<file path="src/rtl/z80_im2_intctrl.sv">
// z80_im2_intctrl: Z80 IM2 interrupt controller with edge capture, mask, fixed priority nesting and RETI snooping
module z80_im2_intctrl #(
  parameter int          NUM_CH   = 8,
  parameter logic [7:0]  VEC_BASE = 8'h00
) (
  input  logic              clk,
  input  logic              reset,
  input  logic [NUM_CH-1:0] irq_in,
  input  logic              mask_wr,
  input  logic [NUM_CH-1:0] mask_wdata,
  input  logic [NUM_CH-1:0] pend_clr,
  output logic [NUM_CH-1:0] mask,
  output logic [NUM_CH-1:0] pending,
  output logic [NUM_CH-1:0] in_service,
  input  logic              cpu_m1_n,
  input  logic              cpu_iorq_n,
  input  logic              m1_fetch,
  input  logic [7:0]        fetch_data,
  output logic              int_n,
  output logic              vec_oe,
  output logic [7:0]        vec_data
);
  typedef enum logic {IDLE, SAW_ED} reti_e;
  reti_e st_q, st_d;
  logic [NUM_CH-1:0] irq_q, mask_q, pend_q, isv_q, mask_d, pend_d, isv_d, elig, ack_bit;
  logic intack, intack_q, ack_rise, ack_ok, vec_oe_q, vec_oe_d, int_n_q, win_v, fire, fetch, reti;
  logic [4:0] win, isx;
  logic [7:0] vec_q, vec_d;
  assign intack   = ~cpu_m1_n & ~cpu_iorq_n;
  assign ack_rise = intack & ~intack_q;
  assign elig     = pend_q & mask_q;
  assign fetch    = m1_fetch & ~intack;
  // Scan downwards so the lowest index wins for both the request and the active service level
  always_comb begin
    win   = 5'd0;
    win_v = 1'b0;
    isx   = 5'(NUM_CH);
    for (int i = NUM_CH - 1; i >= 0; i--) begin
      if (elig[i]) begin
        win   = 5'(i);
        win_v = 1'b1;
      end
      if (isv_q[i]) isx = 5'(i);
    end
  end
  always_comb begin
    fire     = win_v & (win < isx);
    ack_ok   = ack_rise & ~int_n_q & win_v;
    ack_bit  = ack_ok ? (NUM_CH'(1) << win) : '0;
    reti     = fetch & (st_q == SAW_ED) & (fetch_data == 8'h4D);
    st_d     = fetch ? ((fetch_data == 8'hED) ? SAW_ED : IDLE) : st_q;
    mask_d   = mask_wr ? mask_wdata : mask_q;
    pend_d   = (pend_q & ~pend_clr & ~ack_bit) | (irq_in & ~irq_q);
    isv_d    = (reti ? (isv_q & (isv_q - NUM_CH'(1))) : isv_q) | ack_bit;
    vec_d    = ack_rise ? (ack_ok ? VEC_BASE + 8'({win, 1'b0}) : VEC_BASE + 8'(2 * NUM_CH)) : vec_q;
    vec_oe_d = intack & (ack_rise | vec_oe_q);
  end
  // History registers load live inputs in reset so held levels do not fire afterwards
  always_ff @(posedge clk) begin
    if (reset) begin
      irq_q    <= irq_in;
      intack_q <= intack;
      mask_q   <= '0;
      pend_q   <= '0;
      isv_q    <= '0;
      int_n_q  <= 1'b1;
      vec_oe_q <= 1'b0;
      vec_q    <= VEC_BASE;
      st_q     <= IDLE;
    end else begin
      irq_q    <= irq_in;
      intack_q <= intack;
      mask_q   <= mask_d;
      pend_q   <= pend_d;
      isv_q    <= isv_d;
      int_n_q  <= ~fire;
      vec_oe_q <= vec_oe_d;
      vec_q    <= vec_d;
      st_q     <= st_d;
    end
  end
  assign mask       = mask_q;
  assign pending    = pend_q;
  assign in_service = isv_q;
  assign int_n      = int_n_q;
  assign vec_oe     = vec_oe_q;
  assign vec_data   = vec_q;
endmodule
</file>
<file path="config.mk">
export PLATFORM = sky130hd
export DESIGN_NAME = z80_im2_intctrl
export DESIGN_NICKNAME = d
export VERILOG_FILES = /design/src/rtl/z80_im2_intctrl.sv
export SDC_FILE = /design/constraint.sdc
export NUM_CORES = 1
export LEC_CHECK = 0
export CORE_MARGIN = 2
export CORE_UTILIZATION = 45
export CTS_CLUSTER_DIAMETER = 200
export DETAILED_ROUTE_END_ITERATION = 16
export GPL_TIMING_DRIVEN = 0
export PLACE_DENSITY = 0.88
export RECOVER_POWER = 25
export SLEW_MARGIN = 20
export SYNTH_ARGS = -nofsm -noshare
export SYNTH_HDL_FRONTEND = slang
export SYNTH_SLANG_ARGS = --single-unit
</file>
<file path="constraint.sdc">
create_clock -name clk -period 3.7 [get_ports clk]
set_input_delay 0.555 -clock clk [delete_from_list [all_inputs] [get_ports clk]]
set_output_delay 0.555 -clock clk [all_outputs]
set_load 0.005 [all_outputs]
</file>
==> flow_summary.yaml <==
status:
  status: "complete, no violations"
drt:
  vias: 1626
  post_drt_wl_per_cell_microns: 13.0
  initialDrtViolationCount: 64
  drt-total-wl_mm: 3.96
  firstDrtPassIters: 5
  vias_per_cell: 5.33
  drc: 0
  postRouteAntennaNets: 0
cts:
  cts.sinks: 40
  clk_latency_ps: 280
  htreeDepth: 2
  clk_path_buf_depth: 2
  clk_pin_slew_ps: 70
  cts_setup_buffers: 0
  hold_buffers: 0
  cts_tree: "built"
  cts_root_buffer: "clkbuf_8"
  cts.repair.resized: 0
  cts_inserted_buffers: 5
critical_path:
  crit_chain: "dlygate4sd3_1 > nor4_4 > nand3_2 > nor2_2 > nand2b_1 > a32o_1"
  slowest_stage: "dlygate4sd3_1"
  worstSetupPathType: "in -> reg"
  cp-start-kind: "input port"
  r2r_slack_ps: 1960
  critPathCaptureType: "flip-flop"
  cp_data_arrival_time_ps: 2280
  crit_path_max_fanout: 5
  required_ps: 3880
  cp_slowest_stage_delay_ps: 600
pwr:
  leakage_nw: 0.894
  powerDensity_nw_per_um2: 337
  vdd_ir_drop_max_v: 0.000316
logic_synthesis:
  syn_area_sq_um: 1670
  yosysWarnings: 0
  syn_area_per_cell_sq_um: 9.08
  synth_seq_area_share_pct: 47.9
  synthDistinctLibCells: 37
  synth_seq_cells: 40
  netlist_instances: 184
global_routing:
  grt_usage_pct: 19.9
  grt_pass1_wl_mm: 6.47
  grtUsageMet3_pct: 7.47
  grt-ovfl-total: 0
  use_met2_pct: 32.1
  grt_max_degree: 11
  grt_pass1_vias: 1471
  use_met1_pct: 24.7
  antenna_found_initial: 0
  top_usage_layer: "met2"
placed_design:
  preCtsSetupSlack_ps: 1440
  placed_area_sq_um: 2390
  gp_congestion: 0.827
  hpwl_mm: 3.11
  io_buffer_count: 65
  placed_cells: 300
sta:
  rsz0062_at_grt: "no"
  fin_crit_ps: 2100
  hold_viol: 0
  setup_tns_ps: 0
  relSlewSlack_pct: 51.1
  clock.fmax_ghz: 0.476
  min_period_over_period_pct: 56.8
  slew_viol_final: 0
  worst_slack_ps: 1600
  setup_viol: 0
  finClkSkew_ps: 2.07
  holdWs_ps: 446
  tightest_slew_ps: 727
layout:
  num-nets-final: 298
  final_layout_size_suffix_gt1_share_pct: 7.00
  stdcell_count: 305
  fillers: 297
  area_delta_synth_final_pct: 47.3
  design_area_sq_um: 2460
  diodes: 0
floorplanning:
  die_y_microns: 65.0
  row_count: 22
  initial_utilization_pct: 46.4
  die_w_microns: 65.0
  placeableCoreArea_sq_um: 3610
  die_area_sq_um: 4220
  io_pins: 72
worst_hold_path:
  hp-class: "reg -> reg"
job:
  cap_viol_max_count: 0
## registers in the layout, summed over array words and instances (netlist names)
signal	flops
in_service	8
irq_q	8
mask	8
pending	8
vec_data	4
int_n	1
intack_q	1
st_q	1
vec_oe	1
## worst max-delay path, delay by kind of cell
family,cells,cell delay (ps)
compound gates,1,260
buf+inv,1,600
simple gates,4,860
## worst paths after layout
kind              start          to  cells after the start
min                st_q        st_q                      2
max reg2reg  pending[4]       int_n                      6
min reg2reg        st_q        st_q                      2
max            cpu_m1_n  pending[4]                      6
## routing by layer
metal | share of wire, % | wire [microns] | vias to the layer above
li1 | - | - | 800
met1 | 45 | 1780 | 749
met2 | 45 | 1790 | 72
met3 | 8.6 | 342 | 5
met4 | 1.1 | 45 | 0
met5 | 0 | 0 | -
## per-stage QoR
stage | utilization (%) | total power [mW]
floorplan | - | 0.515
global placement | 66.4 | 0.587
detailed placement | 66.4 | 0.590
global route | 68.3 | 0.868
finish | 68.3 | 0.830
CTS | 68.3 | 0.834
## power breakdown
part / total [mW] / switching [mW] / internal [mW]
clock network: 0.252 / 0.130 / 0.121
logic: 0.114 / 0.0421 / 0.0714
registers: 0.465 / 0.0165 / 0.448
total: 0.830 / 0.189 / 0.641
## cells by family (layout without fill, tap and decap cells)
family / after synthesis / after routing / share of synthesized area [%]
compound gates: 45 / 45 / 18.6
fa+ha+maj: 1 / 1 / 0.748
buf+inv: 12 / 82 / 3.59
flops: 40 / 40 / 47.9
mux: 8 / 8 / 4.79
other cells: 1 / 4 / 0.224
simple gates: 77 / 77 / 24.1
## final cells by class
| cell class | count | area (sq um) | share of cell area (%) |
|---|---|---|---|
| plain buffers | 9 | 48.8 | 1.98 |
| clock buffers | 5 | 68.8 | 2.79 |
| inverters | 3 | 11.3 | 0.457 |
| multi-input cells | 135 | 822 | 33.4 |
| flip-flops and latches | 40 | 801 | 32.5 |
| well taps | 48 | 60.1 | 2.44 |
| repair buffers | 65 | 651 | 26.4 |
## Yosys cell counts
library cell	number	share of area, %
nand4b_1	1	0.52
mux2i_1	8	4.8
a22oi_1	7	3.1
nand2_1	19	4.3
nor4_1	3	1.1
buf_4	4	1.8
o211ai_2	1	0.75
nand4_1	1	0.37
nor3b_1	1	0.45
nor4_2	2	1.5
nand3_2	1	0.60
o21ai_0	5	1.5
nand2_2	1	0.37
nand3b_1	2	0.90
nor4_4	1	1.3
a21oi_1	16	4.8
o31a_1	1	0.52
o31ai_1	2	0.90
o41ai_2	1	0.97
inv_1	3	0.67
nor2_2	2	0.75
o211ai_1	1	0.45
ha_1	1	0.75
or3b_1	1	0.52
nand3_1	3	0.90
nand2b_1	8	3.0
a32oi_1	2	1.0
a31o_1	1	0.52
dfxtp_1	40	48
conb_1	1	0.22
o21a_1	1	0.45
clkbuf_1	5	1.1
o21ai_1	2	0.60
nor3_1	2	0.60
a32o_1	5	3.0
nor2_1	27	6.1
or4_1	2	0.90
## cells in the final DEF (no fill, tap or decap), types with 7 or more instances in the layout
master,count
mux2i_1,8
nand2_1,19
a22oi_1,7
a21oi_1,16
dlygate4sd3_1,9
dfxtp_1,40
nor2_1,27
nand2b_1,8
clkdlybuf4s50_1,56
No activity file was read; power rests on OpenSTA's default activity.
